$ cat src/rtl/percept_pkg.sv
`default_nettype none
// ============================================================================
// Module   : percept_pkg
// Purpose  : Shared definitions for the perceptron node serial interface.
//            Holds the transmitter FSM state type and the line levels. The
//            node receiver uses the same levels, so both sides agree on what
//            idle, start and pad look like on the wire.
// Ports    : none (package)
// Revision : 1.0 - initial release
// ============================================================================
package percept_pkg;

   localparam int   ADDR_BITS   = 8;
   localparam logic IDLE_LEVEL  = 1'b1;
   localparam logic START_LEVEL = 1'b0;
   localparam logic PAD_LEVEL   = 1'b1;

   // Each state names the symbol currently on the line.
   typedef enum logic [2:0] {
      ST_IDLE  = 3'd0,
      ST_START = 3'd1,
      ST_ADDR  = 3'd2,
      ST_PAD   = 3'd3,
      ST_DATA  = 3'd4,
      ST_GAP   = 3'd5
   } tx_state_t;

endpackage : percept_pkg
`default_nettype wire

$ cat src/rtl/percept_byte_hold.sv
`default_nettype none
// ============================================================================
// Module   : percept_byte_hold
// Purpose  : Single-entry byte holding register between the payload byte
//            stream and the transmitter shift register.
// Ports    : clk      in   clock, rising edge
//            nRst     in   synchronous active-low reset
//            wr_data  in   incoming byte
//            wr_valid in   incoming byte valid
//            wr_ready out  register empty; byte accepted on wr_valid&&wr_ready
//            take     in   consumer removes the held byte this cycle
//            rd_data  out  held byte
//            full     out  a byte is held
// Revision : 1.0 - initial release
// ============================================================================
module percept_byte_hold (
   input  logic       clk,
   input  logic       nRst,
   input  logic [7:0] wr_data,
   input  logic       wr_valid,
   output logic       wr_ready,
   input  logic       take,
   output logic [7:0] rd_data,
   output logic       full
);

   // Ready depends only on the registered full flag. A take empties the
   // register at the edge, so a byte offered in the same cycle cannot pass
   // straight through: it lands one cycle later and waits for the next take.
   assign wr_ready = ~full;

   always_ff @(posedge clk) begin
      if (!nRst) begin
         full    <= 1'b0;
         rd_data <= 8'h00;
      end else if (take) begin
         full    <= 1'b0;
      end else if (wr_valid && !full) begin
         full    <= 1'b1;
         rd_data <= wr_data;
      end
   end

endmodule : percept_byte_hold
`default_nettype wire

$ cat src/rtl/percept_frame_tx.sv
`default_nettype none
// ============================================================================
// Module   : percept_frame_tx
// Purpose  : Host-side serial frame transmitter for perceptron nodes. Sends
//            start bit, 8-bit address (MSB first), pad bit, PAYLOAD_BITS
//            payload bits from a byte stream, then IDLE_GAP idle-high cycles.
// Ports    : clk          in   clock, rising edge
//            nRst         in   synchronous active-low reset
//            start        in   frame request (taken when start_ready=1)
//            addr         in   node address, captured on acceptance
//            start_ready  out  idle and a payload byte is held
//            data_in      in   payload byte, MSB sent first
//            data_valid   in   data_in valid
//            data_ready   out  holding register empty
//            serial_out   out  registered serial line, idles high
//            busy         out  frame in progress
//            done         out  one-cycle pulse when the frame ends
//            err_underrun out  sticky payload underrun, cleared on next start
// Revision : 1.0 - initial release
// ============================================================================
module percept_frame_tx
   import percept_pkg::*;
#(
   parameter int PAYLOAD_BITS = 129,
   parameter int IDLE_GAP     = 2
) (
   input  logic                 clk,
   input  logic                 nRst,
   input  logic                 start,
   input  logic [ADDR_BITS-1:0] addr,
   output logic                 start_ready,
   input  logic [7:0]           data_in,
   input  logic                 data_valid,
   output logic                 data_ready,
   output logic                 serial_out,
   output logic                 busy,
   output logic                 done,
   output logic                 err_underrun
);

   localparam int BIT_CW  = $clog2(PAYLOAD_BITS + 1);
   localparam int GAP_CW  = $clog2(IDLE_GAP + 1);
   localparam int ADDR_CW = $clog2(ADDR_BITS);

   localparam logic [BIT_CW-1:0]  PAY_DONE  = BIT_CW'(PAYLOAD_BITS);
   localparam logic [BIT_CW-1:0]  LAST_BIT  = BIT_CW'(PAYLOAD_BITS - 1);
   localparam logic [GAP_CW-1:0]  GAP_LAST  = GAP_CW'(IDLE_GAP);
   localparam logic [ADDR_CW-1:0] ADDR_LAST = ADDR_CW'(ADDR_BITS - 1);

   tx_state_t              state, state_nx;
   logic [ADDR_BITS-1:0]   addr_sh, addr_sh_nx;
   logic [ADDR_CW-1:0]     addr_cnt, addr_cnt_nx;
   logic [7:0]             pay_sh, pay_sh_nx;
   logic [BIT_CW-1:0]      bit_cnt, bit_cnt_nx;
   logic [2:0]             bit_pos, bit_pos_nx;
   logic [GAP_CW-1:0]      gap_cnt, gap_cnt_nx;
   logic                   line_nx;
   logic                   done_nx;
   logic                   err_nx;

   logic                   take;
   logic [7:0]             hold_data;
   logic                   hold_full;
   logic                   accept;
   logic                   reload_due;

   percept_byte_hold u_hold (
      .clk      (clk),
      .nRst     (nRst),
      .wr_data  (data_in),
      .wr_valid (data_valid),
      .wr_ready (data_ready),
      .take     (take),
      .rd_data  (hold_data),
      .full     (hold_full)
   );

   assign busy        = (state != ST_IDLE);
   assign start_ready = (state == ST_IDLE) && hold_full;
   assign accept      = start && start_ready;

   // A new byte is needed once the 8th bit of the current byte goes out,
   // unless that bit is the final payload bit of the frame. Any unsent low
   // bits of a partial last byte are simply never shifted out.
   assign reload_due  = (bit_pos == 3'd7) && (bit_cnt != LAST_BIT);

   always_comb begin
      state_nx    = state;
      line_nx     = serial_out;
      addr_sh_nx  = addr_sh;
      addr_cnt_nx = addr_cnt;
      pay_sh_nx   = pay_sh;
      bit_cnt_nx  = bit_cnt;
      bit_pos_nx  = bit_pos;
      gap_cnt_nx  = gap_cnt;
      done_nx     = 1'b0;
      err_nx      = err_underrun;
      take        = 1'b0;

      case (state)
         ST_IDLE: begin
            line_nx = IDLE_LEVEL;
            if (accept) begin
               state_nx    = ST_START;
               line_nx     = START_LEVEL;
               addr_sh_nx  = addr;
               pay_sh_nx   = hold_data;
               take        = 1'b1;
               err_nx      = 1'b0;
               bit_cnt_nx  = '0;
               bit_pos_nx  = 3'd0;
               gap_cnt_nx  = '0;
               addr_cnt_nx = '0;
            end
         end

         ST_START: begin
            state_nx    = ST_ADDR;
            line_nx     = addr_sh[ADDR_BITS-1];
            addr_sh_nx  = {addr_sh[ADDR_BITS-2:0], 1'b0};
            addr_cnt_nx = '0;
         end

         ST_ADDR: begin
            if (addr_cnt == ADDR_LAST) begin
               state_nx   = ST_PAD;
               line_nx    = PAD_LEVEL;
               bit_cnt_nx = '0;
               bit_pos_nx = 3'd0;
            end else begin
               line_nx     = addr_sh[ADDR_BITS-1];
               addr_sh_nx  = {addr_sh[ADDR_BITS-2:0], 1'b0};
               addr_cnt_nx = addr_cnt + ADDR_CW'(1);
            end
         end

         // Leaving PAD emits payload bit 0; DATA emits the rest until the
         // bit counter shows every payload bit has been placed on the line.
         ST_PAD, ST_DATA: begin
            if ((state == ST_DATA) && (bit_cnt == PAY_DONE)) begin
               state_nx   = ST_GAP;
               line_nx    = IDLE_LEVEL;
               gap_cnt_nx = GAP_CW'(1);
            end else begin
               state_nx   = ST_DATA;
               line_nx    = pay_sh[7];
               bit_cnt_nx = bit_cnt + BIT_CW'(1);
               bit_pos_nx = bit_pos + 3'd1;
               if (reload_due) begin
                  // The line has no flow control: on underrun send zeros
                  // and flag it rather than stretching the frame.
                  take      = hold_full;
                  pay_sh_nx = hold_full ? hold_data : 8'h00;
                  if (!hold_full) begin
                     err_nx = 1'b1;
                  end
               end else begin
                  pay_sh_nx = {pay_sh[6:0], 1'b0};
               end
            end
         end

         ST_GAP: begin
            line_nx = IDLE_LEVEL;
            if (gap_cnt == GAP_LAST) begin
               state_nx = ST_IDLE;
               done_nx  = 1'b1;
            end else begin
               gap_cnt_nx = gap_cnt + GAP_CW'(1);
            end
         end

         default: begin
            state_nx = ST_IDLE;
            line_nx  = IDLE_LEVEL;
         end
      endcase
   end

   always_ff @(posedge clk) begin
      if (!nRst) begin
         state        <= ST_IDLE;
         serial_out   <= IDLE_LEVEL;
         addr_sh      <= '0;
         addr_cnt     <= '0;
         pay_sh       <= 8'h00;
         bit_cnt      <= '0;
         bit_pos      <= 3'd0;
         gap_cnt      <= '0;
         done         <= 1'b0;
         err_underrun <= 1'b0;
      end else begin
         state        <= state_nx;
         serial_out   <= line_nx;
         addr_sh      <= addr_sh_nx;
         addr_cnt     <= addr_cnt_nx;
         pay_sh       <= pay_sh_nx;
         bit_cnt      <= bit_cnt_nx;
         bit_pos      <= bit_pos_nx;
         gap_cnt      <= gap_cnt_nx;
         done         <= done_nx;
         err_underrun <= err_nx;
      end
   end

endmodule : percept_frame_tx
`default_nettype wire
$ cat config.mk
export PLATFORM = sky130hd
export DESIGN_NAME = percept_frame_tx
export DESIGN_NICKNAME = d
export VERILOG_FILES = /design/src/rtl/percept_pkg.sv /design/src/rtl/percept_byte_hold.sv /design/src/rtl/percept_frame_tx.sv
export SDC_FILE = /design/constraint.sdc
export NUM_CORES = 1
export LEC_CHECK = 0
export ABC_AREA = 1
export ABC_CLOCK_PERIOD_IN_PS = 2450
export CAP_MARGIN = 20
export CORE_AREA = 2 2 66 68
export CTS_CLUSTER_DIAMETER = 100
export DETAILED_ROUTE_END_ITERATION = 6
export DIE_AREA = 0 0 68 70
export PLACE_DENSITY = 0.93
export SKIP_LAST_GASP = 1
export SLEW_MARGIN = 20
export SYNTH_ARGS = -nofsm -noshare
export SYNTH_HDL_FRONTEND = slang
export SYNTH_SLANG_ARGS = --single-unit
$ cat constraint.sdc
create_clock -name clk -period 2.45 [get_ports clk]
set_input_delay 0.49 -clock clk [delete_from_list [all_inputs] [get_ports clk]]
set_output_delay 0.49 -clock clk [all_outputs]
set_load 0.01 [all_outputs]
# Yosys cells after proc, flatten, opt, wreduce, memory -nomap -nowiden
# Cells that the tools add are included.
# op_classes
addsub,4
eq_ne,19
n_mux,41
n_bitwise,3
reduce_logical,22
# op_table
operator,n
8-bit two-way mux,9
8-bit case mux with 3 select lines,2
3-bit two-way mux,7
"2-bit != test, second input constant",9
3-bit case mux with 3 select lines,2
8-bit case mux with 2 select lines,1
3-bit case mux with 5 select lines,1
"3-bit equality test, second input constant",4
1-bit two-way mux,12
3-bit nonzero test,4
3-bit AND reduction,3
"8-bit by 1-bit adder with 8-bit output, second input constant",1
"8-bit equality test, second input constant",1
"8-bit != test, second input constant",1
4-bit AND reduction,2
"3-bit by 1-bit adder with 3-bit output, second input constant",2
"3-bit by 2-bit equality test with 1-bit output, second input constant",2
2-bit two-way mux,3
2-bit case mux with 3 select lines,1
1-bit logical AND,5
5-bit AND reduction,1
1-bit case mux with 2 select lines,2
1-bit case mux with 4 select lines,1
2-bit AND reduction,2
other kinds (8),11
# word_totals
regBits,47
input_bits,20
out_inout_bits,6

# Longest topological paths before layout
# logic_depth
ltp_word,7
depth_mapped,11
mapped_depth_nobuf,11

# Hierarchy
# Synthesis repeated with hierarchy kept, for this count alone.
# unflattened
hier_cells,391
hier_area_um2,2549.9
# by_module_without_submodules
module,instances,cells_per_inst,area_each_um2,seq_area_each_um2
percept_frame_tx,1,334,2139.6,760.7
percept_byte_hold,1,57,410.4,180.2

# Worst setup path after synthesis
# Ideal clock, no wire load.
# synth_path
path_type,register -> output
startpoint,register state[1]
endpoint,output port start_ready
arrival_time_ps,948
required_time_ps,1960
slack_ps,1012
stages_incl_launch_ff,4
cell_sequence,dfxtp_1 nor2_1 nand2_1 nor2_1
# synth_between
elab_chain_cells,2
# synth_rtl
item,line,text
start: declaration,percept_frame_tx.sv:50,"tx_state_t state, state_nx;"
start signal: assignment,percept_frame_tx.sv:193,state <= state_nx;
3-bit logical NOT,percept_frame_tx.sv:79,assign start_ready = (state == ST_IDLE) && hold_full;
1-bit logical AND,percept_frame_tx.sv:79,
end: declaration,percept_frame_tx.sv:31,"output logic start_ready,"
# Every way passes these cells.

# Worst setup path in the final report
# Same ends and word-level chain as after synthesis.

==> impl_metrics.csv <==
group,metric,value,unit
run_status,outcome,"completed",
timing,max_slew.worst_pin.slew,0.396,ns
synth,syn_inst,335,
synth,synth_mux_area_frac,0,
synth,synth_edf_count,0,
synth,synth_common_cells,"75 x nand2_1, 61 x nor2_1, 47 x dfxtp_1",
timing,drv_slew,0,
synth,synth_top_family_by_area,"simple AND/OR/NAND/NOR gates",
floorplan,rows,24,
layout,instances_no_fill,414,
power,cellPowerDensity,1070,mW/mm^2
drt,finalWirelength,4.96,mm
placement,dp.cells,406,
drt,drc,0,
clock_network,htree_levels,2,
synth,syn_nets,363,
timing,tns,0,ns
clock_network,cts_max_path_buffers,2,
placement,post-place-ws,0.294,ns
clock_network,hold_buffers,0,
floorplan,dieHeight,70,microns
timing,fin_crit_sh,0.945,
timing,fmax,0.432,GHz
timing,max_slew_margin,0.735,
power,p_leak,1.13,nW
worst_setup_path,crit_path_max_incr_delay,0.56,ns
synth,ys_seq_elements,47,
synth,syn_avg_cell_area,7.08,sq um
worst_setup_path,crit_arrival,1.82,ns
clock_network,clk_pin_slew,0.09,ns
synth,yosysSeqAreaShare,0.397,
worst_setup_path,rr_worst_depth,9,
drt,wl_per_cell,12.0,microns
global_routing,grt_max_degree,24,
synth,synth_area_leader_cell,"dfxtp_1",
worst_setup_path,cp-end-kind,"output port",
global_routing,overflow,0,
worst_setup_path,worstSetupPathType,"reg -> out",
clock_network,cts_root_buffer,"clkbuf_8",
clock_network,postCtsSetupBuffers,0,
power,seqPwrFrac,0.350,
placement,dpl_cell_area,0.00265,sq mm
floorplan,start_util,0.572,
layout,area_growth_syn_to_layout,15.3,%
worst_hold_path,hold_path_class,"reg -> reg",
floorplan,coreArea,0.00414,sq mm
timing,setup_ws,0.136,ns
floorplan,die_area,0.00476,sq mm
clock_network,cts_tree,"done",
worst_setup_path,crit_path_frequent_cell,"nor2_1",
clock_network,worstSkewPairLatency,0.30,ns
global_routing,first_global_vias,2078,
layout,fill_cells,344,
layout,insertedDiodeCount,0,
global_routing,antenna_found_initial,0,
timing,skew,0.00363,ns
floorplan,io_pins,26,
synth,synth_xor_area_frac,0.00369,
worst_setup_path,slowest_stage,"clkdlybuf4s50_1",
power,power_switching_share,0.450,
placement,gp_congestion,0.826,
synth,ys_top_cells_by_area,"dfxtp_1 40%, nand2_1 12%, nor2_1 9.7%",
synth,synth_most_common_cell,"nand2_1",
global_routing,grt_pass1_wl,8.74,mm
worst_setup_path,crit_chain,"nor2_1 -> nand2_1 -> nor2_1 -> clkdlybuf4s50_1",
clock_network,cts_resized,0,
worst_setup_path,startpoint_type,"flip-flop",
timing,min_period,2.31,ns
power,p_int,1.61,mW
synth,yosys.area_share.simple,0.340,
layout,fin_util,0.660,
drt,drtIter0Drc,142,
layout,fin_nets,389,
run,cap_violations,0,
synth,synth_compound_area_frac,0.146,
timing,rsz0062_at_grt,"false",
floorplan,die_w,68,microns
layout,final_cell_area,0.00274,sq mm
synth,async_reset_ff_frac,0,
placement,dp_hpwl,3.55,mm
power,p_switching,1.32,mW
worst_setup_path,required,1.96,ns
timing,final-hold-violation-count,0,
worst_hold_path,whs_path_depth,2,
synth,synth_top_cell_area_share,0.397,
clock_network,numCtsBuffers,5,
layout,drive_above_1_share,0.105,
power,ir_worst_vdd,0.672,mV
power,pwr-share-clk,0.161,
drt,vias_per_cell,5.38,
drt,dr.pass1.iters,5,
synth,synth_top_flop_cell,"dfxtp_1",
worst_setup_path,crit_fanout,5,
synth,synth.cell_area,0.00237,sq mm
synth,synth_cell_type_count,33,
drt,vias,2229,
placement,portBuffers,25,
timing,setup_viol,0,
synth,synth_adder_area_share,0.0422,
synth,ys_warn_count,0,
drt,final_antenna_net_count,0,
global_routing,grt_usage,0.231,
power,pwr-share-comb,0.489,
clock_network,cts.sinks,47,
==> worst max-delay path: cells and delay by family (launching register included) <==
family / cells / cell delay [ns]
buffers and inverters: 1 / 0.56
and+or+nand+nor: 3 / 0.60
DFF: 1 / 0.37
==> layout make-up <==
cell class	count	area, sq um	area share
clock inverters	3	20.0	0.00732
flip-flops and latches	47	941	0.344
clock buffers	5	68.8	0.0252
inverters	30	115	0.0421
repair buffers	27	265	0.0970
well taps	52	65.1	0.0238
multi-input cells	250	1260	0.461
==> registers in the layout (all words and copies together) (netlist names) <==
register and cells:
serial_out 1, state 3, gap_cnt 2, u_hold.rd_data 8, addr_sh 8, bit_cnt 8, err_underrun 1, pay_sh 8
done 1, bit_pos 3, u_hold.full 1, addr_cnt 3
==> power groups by stage <==
stage | Clock [mW] | Sequential [mW] | Combinational [mW]
final | 0.474 | 1.03 | 1.43
after global routing | 0.499 | 1.05 | 1.60
after CTS | 0.478 | 1.02 | 1.43
after detailed placement | 0 | 1.04 | 1.42
after global placement | 0 | 1.04 | 1.37
after floorplan | 0 | 1.02 | 1.14
==> layout by cell type (no fill, tap or decap), drive strengths merged, types with 2 or more instances in the layout <==
| cell | instances |
|---|---|
| a211oi | 2 |
| a21oi | 25 |
| a22oi | 2 |
| buf | 2 |
| clkbuf | 5 |
| clkdlybuf4s50 | 25 |
| clkinv | 3 |
| clkinvlp | 2 |
| dfxtp | 47 |
| ha | 8 |
| inv | 28 |
| nand2 | 80 |
| nand3 | 22 |
| nand4 | 6 |
| nor2 | 68 |
| o21ai | 31 |
| or2 | 2 |
==> metal layers <==
metal  global-route usage  wire length (microns)  up-vias
li1                     -                      -     1144
met1                0.291                   2210     1027
met2                0.393                   2480       46
met3               0.0386                    189       12
met4               0.0733                     78        0
met5                    0                      0        -
==> final timing paths <==
| kind | startpoint | to | slack [ns] |
|---|---|---|---|
| setup / recovery | state[1]$_SDFFE_PN0P_ | start_ready | 0.14 |
| hold / removal | err_underrun$_SDFFE_PN0P_ | err_underrun$_SDFFE_PN0P_ | 0.46 |
| setup reg to reg | addr_cnt[0]$_SDFFE_PN0P_ | addr_sh[0]$_SDFFE_PN0P_ | 0.72 |
| hold reg to reg | err_underrun$_SDFFE_PN0P_ | err_underrun$_SDFFE_PN0P_ | 0.46 |
==> through the flow <==
step	hold WS (ns)	total power, mW
6_report	0.463	2.93
5_1_grt	0.496	3.15
4_1_cts	0.467	2.94
3_5_place_dp	0.453	2.46
3_3_place_gp	0.448	2.41
2_1_floorplan	0.430	2.16
==> kinds of logic after synthesis <==
kind of cell / after synthesis
AND/OR/NAND/NOR: 179
AO/OA/AOI/OAI: 62
flip-flops: 47
buffers and inverters: 38
adder cells (fa/ha/maj): 8
XOR/XNOR: 1
No activity file was read; power rests on OpenSTA's default activity.
